--- config.mk ---
export PLATFORM = sky130hd
export DESIGN_NAME = mem_responder_flat
export DESIGN_NICKNAME = d
export VERILOG_FILES = /design/src/rtl/mem_responder_if.sv /design/src/rtl/mem_responder.sv /design/src/flat_wrapper.sv
export SDC_FILE = /design/constraint.sdc
export NUM_CORES = 1
export LEC_CHECK = 0
export ABC_AREA = 0
export ABC_CLOCK_PERIOD_IN_PS = 9050
export CORE_MARGIN = 3
export CORE_UTILIZATION = 50
export CTS_BUF_LIST = sky130_fd_sc_hd__clkbuf_16
export DETAILED_ROUTE_END_ITERATION = 8
export GPL_TIMING_DRIVEN = 0
export PLACE_DENSITY_LB_ADDON = 0.3
export SLEW_MARGIN = 40
export SYNTH_ARGS = -nofsm -noshare
export SYNTH_HDL_FRONTEND = slang
export SYNTH_SLANG_ARGS = --single-unit
--- constraint.sdc ---
create_clock -name clk -period 9.05 [get_ports clk]
set_input_delay 2.2625 -clock clk [delete_from_list [all_inputs] [get_ports clk]]
set_output_delay 2.2625 -clock clk [all_outputs]
set_load 0.01 [all_outputs]
--- src/rtl/mem_responder_if.sv ---
// Packet types and the request/response bundle between the fill queue
// arbiter (master) and the memory responder (slave).
//
// Handshake: a request is consumed on a rising clock edge when mem_req and
// mem_gnt are both high in that cycle; mem_gnt is a same-cycle combinational
// answer and mem_req_pkt must be stable and X-free whenever mem_req is high.
// mem_rsp_pkt is a registered broadcast with no back-pressure: the master
// must accept it in any cycle where mem_rsp_pkt.valid is high.
package mem_responder_pkg;
   localparam int ID_W   = 4;
   localparam int ADDR_W = 32;
   localparam int DATA_W = 64;

   typedef struct packed {
      logic              valid;
      logic [ID_W-1:0]   id;
      logic [ADDR_W-1:0] addr;
   } t_mem_req_pkt;

   typedef struct packed {
      logic              valid;
      logic [ID_W-1:0]   id;
      logic [ADDR_W-1:0] addr;
      logic [DATA_W-1:0] data;
   } t_mem_rsp_pkt;
endpackage

interface mem_responder_if;
   import mem_responder_pkg::*;

   logic         mem_req;
   t_mem_req_pkt mem_req_pkt;
   logic         mem_gnt;
   t_mem_rsp_pkt mem_rsp_pkt;

   modport master (output mem_req, output mem_req_pkt, input mem_gnt, input mem_rsp_pkt);
   modport slave  (input mem_req, input mem_req_pkt, output mem_gnt, output mem_rsp_pkt);
endinterface

--- src/rtl/mem_responder.sv ---
// Memory-side responder: grants one request per cycle into a table of
// QDEPTH outstanding slots and answers each one with a tagged response
// LATENCY cycles after its grant. Response data is the address repeated in
// 32-bit chunks, chunk k = addr + k, so every response is checkable.
//
// Optional build macro MEM_RSP_RANDOM_LAT_EN: adds 0..7 cycles of LFSR
// jitter to each request's latency and picks the lowest-index ready slot,
// so responses may return out of order. Without it, latency is fixed and
// the oldest ready slot is always chosen (strictly in-order).
module mem_responder
   import mem_responder_pkg::*;
#(
   parameter int LATENCY = 8,
   parameter int QDEPTH  = 4
) (
   input  logic                         clk,
   input  logic                         reset,
   mem_responder_if.slave               bus,
   output logic [$clog2(QDEPTH+1)-1:0]  num_outstanding
);

   localparam int IDX_W = (QDEPTH > 1) ? $clog2(QDEPTH) : 1;
   localparam int CNT_W = $clog2(QDEPTH+1);
   localparam int NCHUNK = DATA_W / 32;

   logic [QDEPTH-1:0] slot_valid;
   // Set for the one cycle after a slot frees; stops a same-cycle re-grant.
   logic [QDEPTH-1:0] slot_blocked;
   logic [QDEPTH-1:0] slot_ready;
   logic [ID_W-1:0]   slot_id    [QDEPTH];
   logic [ADDR_W-1:0] slot_addr  [QDEPTH];
   logic [5:0]        slot_timer [QDEPTH];

   logic              free_any;
   logic [IDX_W-1:0]  alloc_idx;
   logic              grant;
   logic              sel_any;
   logic [IDX_W-1:0]  sel_idx;
   logic [DATA_W-1:0] sel_data;
   logic [5:0]        timer_load;
   t_mem_rsp_pkt      rsp_q;

   // Only id and addr of the request matter; mem_req qualifies it.
   logic unused_req_valid;
   assign unused_req_valid = bus.mem_req_pkt.valid;

`ifdef MEM_RSP_RANDOM_LAT_EN
   logic [15:0] lfsr;
   logic [6:0]  load_wide;

   // Free-running jitter source, x^16+x^14+x^13+x^11+1.
   always_ff @(posedge clk) begin
      if (reset) lfsr <= 16'hACE1;
      else       lfsr <= {lfsr[14:0], lfsr[15] ^ lfsr[13] ^ lfsr[12] ^ lfsr[10]};
   end

   // Base load plus jitter, clamped to the 6-bit timer range.
   always_comb begin
      load_wide  = 7'(LATENCY - 2) + {4'd0, lfsr[2:0]};
      timer_load = (load_wide > 7'd63) ? 6'd63 : load_wide[5:0];
   end

   // Lowest-index ready slot wins.
   always_comb begin
      sel_any = 1'b0;
      sel_idx = '0;
      for (int i = QDEPTH - 1; i >= 0; i--) begin
         if (slot_ready[i]) begin
            sel_any = 1'b1;
            sel_idx = IDX_W'(i);
         end
      end
   end
`else
   logic [3:0] slot_seq [QDEPTH];
   logic [3:0] alloc_seq;
   logic [3:0] best_age;

   assign timer_load = 6'(LATENCY - 2);

   // Oldest ready slot wins; age is the modulo-16 distance behind the next tag.
   always_comb begin
      sel_any  = 1'b0;
      sel_idx  = '0;
      best_age = '0;
      for (int i = 0; i < QDEPTH; i++) begin
         if (slot_ready[i] && (!sel_any || 4'(alloc_seq - slot_seq[i] - 4'd1) > best_age)) begin
            sel_any  = 1'b1;
            sel_idx  = IDX_W'(i);
            best_age = 4'(alloc_seq - slot_seq[i] - 4'd1);
         end
      end
   end

   // Allocation tags record grant order for the oldest-first select.
   always_ff @(posedge clk) begin
      if (reset) begin
         alloc_seq <= '0;
      end else if (grant) begin
         slot_seq[alloc_idx] <= alloc_seq;
         alloc_seq           <= alloc_seq + 4'd1;
      end
   end
`endif

   // Lowest-index free, unblocked slot receives the next grant.
   always_comb begin
      free_any  = 1'b0;
      alloc_idx = '0;
      for (int i = QDEPTH - 1; i >= 0; i--) begin
         slot_ready[i] = slot_valid[i] && (slot_timer[i] == 6'd0);
         if (!slot_valid[i] && !slot_blocked[i]) begin
            free_any  = 1'b1;
            alloc_idx = IDX_W'(i);
         end
      end
   end

   assign grant           = bus.mem_req && !reset && free_any;
   assign bus.mem_gnt     = grant;
   assign bus.mem_rsp_pkt = rsp_q;

   // Deterministic response payload from the selected slot's address.
   always_comb begin
      sel_data = '0;
      for (int k = 0; k < NCHUNK; k++) begin
         sel_data[k*32 +: 32] = slot_addr[sel_idx][31:0] + 32'(k);
      end
   end

   // Slot table, timers, response register and occupancy count.
   always_ff @(posedge clk) begin
      if (reset) begin
         slot_valid      <= '0;
         slot_blocked    <= '0;
         rsp_q           <= '0;
         num_outstanding <= '0;
      end else begin
         slot_blocked <= '0;
         for (int i = 0; i < QDEPTH; i++) begin
            if (slot_valid[i] && slot_timer[i] != 6'd0) begin
               slot_timer[i] <= slot_timer[i] - 6'd1;
            end
         end
         if (sel_any) begin
            slot_valid[sel_idx]   <= 1'b0;
            slot_blocked[sel_idx] <= 1'b1;
            rsp_q <= '{valid: 1'b1, id: slot_id[sel_idx], addr: slot_addr[sel_idx], data: sel_data};
         end else begin
            rsp_q.valid <= 1'b0;
         end
         if (grant) begin
            slot_valid[alloc_idx] <= 1'b1;
            slot_id[alloc_idx]    <= bus.mem_req_pkt.id;
            slot_addr[alloc_idx]  <= bus.mem_req_pkt.addr;
            slot_timer[alloc_idx] <= timer_load;
         end
         num_outstanding <= num_outstanding + CNT_W'(grant) - CNT_W'(sel_any);
      end
   end

`ifndef SYNTHESIS
   a_count_bound : assert property (@(posedge clk) disable iff (reset)
      num_outstanding <= CNT_W'(QDEPTH));
   a_sel_valid : assert property (@(posedge clk) disable iff (reset)
      sel_any |-> slot_valid[sel_idx]);
   a_req_known : assert property (@(posedge clk) disable iff (reset)
      bus.mem_req |-> !$isunknown(bus.mem_req_pkt));
`endif

endmodule

--- src/flat_wrapper.sv ---
// flat-port wrapper written by rule: the top's interface ports become plain ports
module mem_responder_flat import mem_responder_pkg::*;
#(
   parameter int LATENCY = 8,
   parameter int QDEPTH  = 4
)
  (clk, reset, num_outstanding, bus_mem_req, bus_mem_req_pkt, bus_mem_gnt, bus_mem_rsp_pkt);
  mem_responder_if bus_i ();
  input  logic clk;
  input  logic reset;
  output logic [$clog2(QDEPTH+1)-1:0] num_outstanding;
  input wire logic [$bits(bus_i.mem_req)-1:0] bus_mem_req;
  input wire logic [$bits(bus_i.mem_req_pkt)-1:0] bus_mem_req_pkt;
  output wire logic [$bits(bus_i.mem_gnt)-1:0] bus_mem_gnt;
  output wire logic [$bits(bus_i.mem_rsp_pkt)-1:0] bus_mem_rsp_pkt;
  assign bus_i.mem_req = bus_mem_req;
  assign bus_i.mem_req_pkt = bus_mem_req_pkt;
  assign bus_mem_gnt = bus_i.mem_gnt;
  assign bus_mem_rsp_pkt = bus_i.mem_rsp_pkt;
  mem_responder #(.LATENCY(LATENCY), .QDEPTH(QDEPTH)) u_core (.clk(clk), .reset(reset), .bus(bus_i), .num_outstanding(num_outstanding));
endmodule
### After elaboration in Yosys (flattened, before gate mapping)

Memory sizes are Yosys's and may differ from the RTL's. A register that Yosys moved wholly into a read port is not among the register bits.
Index checks and enable logic that the tools add are counted.

| storage, ports and cells | value |
|---|---|
| bits in registers | 112 |
| memory bits (writable) | 184 |
| input bits | 40 |
| output and inout port bits | 105 |
| memories | 4 |

| operators by class | value |
|---|---|
| add/sub/neg operators | 16 |
| order comparisons | 7 |
| multiplexer cells | 41 |
| bitwise gates (word level) | 4 |
| reductions and logical operators | 43 |

Memories:

| name | words | bits a word | rd ports | clocked after Yosys merged registers in | wr ports | line | source |
|---|---|---|---|---|---|---|---|
| u_core.slot_addr | 4 | 32 | 1 | 0 | 1 | mem_responder.sv:31 | `logic [ADDR_W-1:0] slot_addr [QDEPTH];` |
| u_core.slot_timer | 4 | 6 | 4 | 0 | 5 | mem_responder.sv:32 | `logic [5:0] slot_timer [QDEPTH];` |
| u_core.slot_id | 4 | 4 | 1 | 1 | 1 | mem_responder.sv:30 | `logic [ID_W-1:0] slot_id [QDEPTH];` |
| u_core.slot_seq | 4 | 4 | 4 | 0 | 1 | mem_responder.sv:75 | `logic [3:0] slot_seq [QDEPTH];` |

Operators with widths:

| cell | number |
|---|---|
| $add A32 B1 Y32 const B | 1 |
| $mux W1 | 27 |
| $logic_not A6 Y1 | 4 |
| $mux W4 | 6 |
| $reduce_bool A6 Y1 | 4 |
| $sub A6 B1 Y6 const B | 4 |
| $logic_and A1 B1 Y1 | 19 |
| $sub A4 B1 Y4 const B | 4 |
| $sub A4 B4 Y4 | 4 |
| $gt A4 B4 Y1 | 3 |
| $logic_not A1 Y1 | 12 |
| $mux W2 | 6 |
| $lt A2 B3 Y1 const B | 2 |
| $add A4 B1 Y4 const B | 1 |
| $and A4 B4 Y4 | 1 |
| $demux W1 S2 | 2 |
| $ge A2 B1 Y1 const B | 2 |
| $not A4 Y4 | 1 |
| $or A4 B4 Y4 | 1 |
| $add A3 B1 Y3 | 1 |
| $logic_or A1 B1 Y1 | 3 |
| $sub A3 B1 Y3 | 1 |
| $reduce_or A2 Y1 | 1 |
| $not A1 Y1 | 1 |

### Logic depth before layout (Yosys ltp)

An unclocked memory read counts as a cell.

| logic depth | value |
|---|---|
| depth in word-level cells | 26 |
| depth in mapped cells | 39 |

### Worst setup path before layout

Ideal clock, no wire load.

| path | value |
|---|---|
| kind | register to register |
| start point | register u_core.alloc_seq[1] |
| end point | register u_core.rsp_q (netlist bit u_core.bus.mem_rsp_pkt[58]) |
| arrival time | 7691 ps |
| path slack | 1256 ps |
| cell stages (with the launch flop) | 36 |
| path buffers | 5 |
| clock period less this slack | 7794 ps |
| cells stage by stage | dfxtp_1 > inv_1 > fa_1 > nand2b_1 > ha_1 > nor2b_1 > o211ai_1 > a21oi_1 > or2_2 > clkbuf_1 > nor2_1 > a21oi_1 > ha_1 > and2_1 > o21ai_0 > a32o_1 > a21oi_2 > buf_2 > buf_1 > clkbuf_1 > nor2_1 > a21oi_1 > ha_1 > and4_1 > a21oi_1 > clkbuf_1 > a21oi_1 > a2bb2oi_2 > o221ai_1 > inv_1 > ha_1 > o2111a_1 > nor4b_2 > and3_1 > a41oi_1 > a2111oi_2 |

| on the way | value |
|---|---|
| word-level cells in the longest chain between the ends | 17 |
| elaborated cells on any way between the ends | 30 |
| classes of those cells | add/sub: 9; order compare: 3; mux: 9; reduce/logical: 8; memory: 1 |

RTL lines:

| element | line | source |
|---|---|---|
| from (decl) | mem_responder.sv:76 | `logic [3:0] alloc_seq;` |
| from (signal assigned) | mem_responder.sv:101 | `alloc_seq <= alloc_seq + 4'd1;` |
| $sub A4 B4 Y4 | - |  |
| $sub A4 B1 Y4 | - |  |
| $mux W4 | mem_responder.sv:87 | `if (slot_ready[i] && (!sel_any \|\| 4'(alloc_seq - slot_seq[i] - 4'd1) > best_age)) begin` |
| $gt A4 B4 Y1 | mem_responder.sv:87 |  |
| $logic_or A1 B1 Y1 | mem_responder.sv:87 |  |
| $logic_and A1 B1 Y1 | mem_responder.sv:87 |  |
| $mux W4 or $mux W1 (tied branches) | mem_responder.sv:87 |  |
| $gt A4 B4 Y1 or $logic_not A1 Y1 (tied branches) | mem_responder.sv:87 |  |
| (+2 left out) | - |  |
| $mux W4 or $mux W1 (tied branches) | mem_responder.sv:87 |  |
| $gt A4 B4 Y1 or $logic_not A1 Y1 (tied branches) | mem_responder.sv:87 |  |
| $logic_or A1 B1 Y1 | mem_responder.sv:87 |  |
| $logic_and A1 B1 Y1 | mem_responder.sv:87 |  |
| $mux W2 (*) | mem_responder.sv:87 |  |
| $mem_v2 Z4 W32 (*) | - |  |
| named net u_core.sel_data[1] | mem_responder.sv:39 | `logic [DATA_W-1:0] sel_data;` |
| $add A32 B1 Y32 (*) | mem_responder.sv:127 | `sel_data[k*32 +: 32] = slot_addr[sel_idx][31:0] + 32'(k);` |
| to (signal assigned) | mem_responder.sv:148 | `rsp_q <= '{valid: 1'b1, id: slot_id[sel_idx], addr: slot_addr[sel_idx], data: sel_data};` |
| to (decl) | mem_responder.sv:41 | `t_mem_rsp_pkt rsp_q;` |

Mark *: on every way through the listed nets, which the timed path passes. The rest lies on a longest branch.
A chain may end at the register's enable or synchronous reset.

### Worst setup path in the final report

Same ends and word-level chain as after synthesis.

==> impl_metrics.py <==
metrics = {
    "run_status": {
        "status": "finished, final reports clean",
    },
    "job": {
        "drv_cap": 0,
    },
    "pwr": {
        "clock_power_share_pct": 35.6,
        "switching_share_pct": 26.7,
        "power_density_nw_per_um2": 207,
        "power_frac_comb_pct": 17.2,
        "internal_power_w": 0.00225,
        "ir_drop_mv": 0.125,
        "fin_total_pwr_w": 0.00307,
        "power_frac_seq_pct": 47.2,
        "p_switching_w": 0.000819,
        "leakage_nw": 5.32,
    },
    "logic_synthesis": {
        "netlist.top_cell.by_area": "edfxtp_1",
        "yosysWarnings": 0,
        "synth_seq_cells": 268,
        "synth_top_area_share_pct": 40.3,
        "synth_top_flop_cell": "edfxtp_1",
        "syn_area_sq_um": 11900,
        "postSynthCellCount": 1041,
        "syn_avg_cell_area_sq_um": 11.5,
        "syn-num-nets": 1119,
        "synth_edf_count": 160,
        "synth.area.top_cells": "edfxtp_1, dfxtp_1, nor2_1, ha_1, xnor2_1",
        "synth_seq_area_share_pct": 58.4,
        "async_reset_ff_share_pct": 0,
        "synth.distinct_cells": 78,
    },
    "sta": {
        "fin_setup_tns_ns": 0,
        "setup_violations": 0,
        "finalClockSkew_ns": 0.0138,
        "fmax_mhz": 117,
        "worstMarginPinSlew_ns": 0.861,
        "relSlewSlack_pct": 42.6,
        "fin_crit_sh_pct": 94.2,
        "maxSlewViolCount": 0,
        "post-route-min-period_ns": 8.52,
        "finalHoldViolCount": 0,
    },
    "final_layout": {
        "area_growth_pct": 24.2,
        "fin_util_pct": 64.3,
        "nFillCells": 1739,
        "insertedDiodeCount": 0,
        "nets": 1302,
        "stdcell_area_sq_um": 14800,
        "final_layout_size_suffix_gt1_share_pct": 12.1,
    },
    "grt": {
        "grt_pass1_vias": 8736,
        "grt_overflow": 0,
        "grt_first_pass_wirelength_um": 48400,
        "grt_usage_pct": 23.5,
        "antenna_found_initial": 0,
        "grt_max_degree": 41,
    },
    "clocking": {
        "cts_buffers": 27,
        "clock-sinks": 268,
        "clk_latency_ns": 0.54,
        "cts_max_level": 1,
        "cts_root_buf": "clkbuf_16",
        "cts_tree": "yes",
        "clk_pin_slew_worst_paths_ns": 0.06,
        "clock_tree.buffer_depth": 3,
    },
    "floorplan": {
        "dieWidth_um": 160,
        "rows": 55,
        "dieHeight_um": 160,
        "die_area_sq_um": 25700,
        "initial_core_util_pct": 51.7,
        "io_pins": 145,
        "core_sq_um": 23100,
    },
    "drt": {
        "routedWlPerCell_um": 19.9,
        "dr.pass1.iters": 5,
        "drtAntennaViolNets": 0,
        "totalWireLength_um": 30900,
        "via_per_inst": 5.76,
        "route.detailed.drc": 0,
        "drtIter0Drc": 739,
        "vias": 8970,
    },
    "setup_path": {
        "cp_slowest_cell": "dfxtp_2",
        "startpoint": "u_core.alloc_seq[1]",
        "reg2reg_depth": 34,
        "crit_arrival_ns": 8.95,
        "critical_path.most_common_cell": "ha_1",
        "regToRegStartpoint": "u_core.alloc_seq[1]",
        "max_stage_delay_ns": 0.47,
        "criticalPathCategory": "reg -> reg",
        "crit_path_end": "u_core.bus.mem_rsp_pkt[58]",
        "r2r_end": "u_core.bus.mem_rsp_pkt[58]",
        "worstPathRequired_ns": 9.48,
        "cp-end-kind": "flop",
        "r2r_slack_ns": 0.53,
        "crit_path_start_kind": "flop",
        "cp_max_fo": 12,
    },
    "placed_design": {
        "post_dp_cell_area_sq_um": 13900,
        "gp_congestion": 0.932,
        "numPortBuffers": 143,
        "dp_hpwl_um": 22600,
    },
    "hold_path": {
        "worstHoldPathType": "reg -> reg",
    },
}
## power groups by stage
stage,combinational [W],clock (W),sequential (W)
final,0.000528,0.00109,0.00145
after global routing,0.000583,0.00115,0.00146
after CTS,0.000521,0.00110,0.00145
after detailed placement,0.000514,0,0.00147
after global placement,0.000495,0,0.00147
after floorplan,0.000300,0,0.00148
## critical path: cells and delay by family, from the launching register on
kind | cells | cell delay, ns
AOI/OAI and AO/OA | 12 | 3.07
and+or+nand+nor | 11 | 2.06
adders and majority gates | 5 | 1.48
buffers and inverters | 5 | 1.17
DFF | 1 | 0.47
xor gates and xnor gates | 1 | 0.15
## synth_stat cells, types with 6 or more instances
cell type  instances
edfxtp_1         160
nor2_1           134
dfxtp_1          108
nand2_1           66
a21oi_1           61
inv_1             56
clkbuf_1          39
xnor2_1           37
buf_4             34
ha_1              33
o21ai_0           20
o221ai_1          20
a2bb2oi_1         18
nand3_1           17
a211oi_1          15
a311oi_1          14
nor4_1            14
nor3_1            11
o211ai_1           9
xor2_1             9
nand2b_1           8
nand4_1            8
o221a_2            8
a21o_1             7
nor2b_1            7
o31ai_1            6
or3_1              6
## cells by family (layout without fill, tap and decap cells)
logic type | count (synthesis) | in the layout | share of synthesized area (%)
adder cells (fa/ha/maj) | 38 | 38 | 4.30
multiplexers | 1 | 1 | 0.0839
AO/OA/AOI/OAI | 231 | 231 | 14.8
XOR/XNOR | 46 | 46 | 3.38
AND/OR/NAND/NOR | 316 | 316 | 13.3
flip-flops | 268 | 268 | 58.4
buffers and inverters | 141 | 344 | 5.81
## timing repair
item                                    CTS  global route
hold buffers                              0             0
pin swaps                                 0             1
endpoints found under the setup margin   27            20
resized for setup                         4            11
setup buffers                             0             2
## cells in the final DEF, fill, tap and decap left out, types with 6 or more instances in the layout
cell type / netlist / layout
a311oi_1: 14 / 14
xor2_1: 9 / 9
buf_2: 5 / 9
nor4_1: 14 / 14
clkbuf_16: 0 / 27
inv_1: 56 / 58
nor3_1: 11 / 10
clkinv_1: 0 / 7
dfxtp_1: 108 / 106
buf_4: 34 / 40
nor2b_1: 7 / 7
ha_1: 33 / 33
a2bb2oi_1: 18 / 18
xnor2_1: 37 / 37
o221ai_1: 20 / 19
o211ai_1: 9 / 9
or3_1: 6 / 6
o221a_2: 8 / 8
clkdlybuf4s50_1: 0 / 143
a211oi_1: 15 / 15
nor2_1: 134 / 132
a21oi_1: 61 / 60
o21ai_0: 20 / 20
nand3_1: 17 / 17
nand2_1: 66 / 66
clkbuf_1: 39 / 34
nand2b_1: 8 / 8
a21o_1: 7 / 7
edfxtp_1: 160 / 160
nand4_1: 8 / 8
## metrics by stage
step | hold WS (ns) | std cells | worst slack, ns
2_1_floorplan | 0.458 | 1041 | 1.26
3_3_place_gp | 0.440 | 1497 | -1.04
3_5_place_dp | 0.452 | 1508 | -0.849
4_1_cts | 0.464 | 1556 | 0.0563
5_1_grt | 0.474 | 1557 | -0.0296
6_report | 0.467 | 1557 | 0.529
## flip-flops by register name, indices dropped and copies added (netlist names)
register / count
u_core.slot_id: 16
u_core.slot_seq: 16
u_core.slot_timer: 24
u_core.num_outstanding: 3
u_core.slot_addr: 128
u_core.slot_blocked: 4
u_core.bus.mem_rsp_pkt: 69
u_core.alloc_seq: 4
u_core.slot_valid: 4
## layout make-up
type                       instances  area, sq um  area share [%]
timing repair buffer             156         1570            10.6
sequential                       268         6970            47.0
clock inverter                    22          186            1.26
clock buffer                      27          676            4.56
buffer                            83          485            3.28
tap                              313          392            2.64
inverter                          56          215            1.45
multi-input combinational        632         4320            29.2
## routing by layer
metal  wire length [um]  GRT usage (%)
met5                  0              0
met4                845           7.38
met3               2840           4.10
met2              14400           38.4
met1              12800           32.0
## worst min path at each step
stage                               start                    endpoint  slack, ns  cells past startpoint
6_report       u_core.bus.mem_rsp_pkt[37]  u_core.bus.mem_rsp_pkt[37]       0.47                      2
5_1_grt        u_core.bus.mem_rsp_pkt[32]  u_core.bus.mem_rsp_pkt[32]       0.47                      2
4_1_cts        u_core.bus.mem_rsp_pkt[32]  u_core.bus.mem_rsp_pkt[32]       0.46                      2
3_5_place_dp   u_core.bus.mem_rsp_pkt[32]  u_core.bus.mem_rsp_pkt[32]       0.45                      2
3_3_place_gp   u_core.bus.mem_rsp_pkt[35]  u_core.bus.mem_rsp_pkt[35]       0.44                      2
2_1_floorplan         u_core.alloc_seq[3]       u_core.slot_seq[0][3]       0.46                      0
Power figures use the tool's default switching activity.
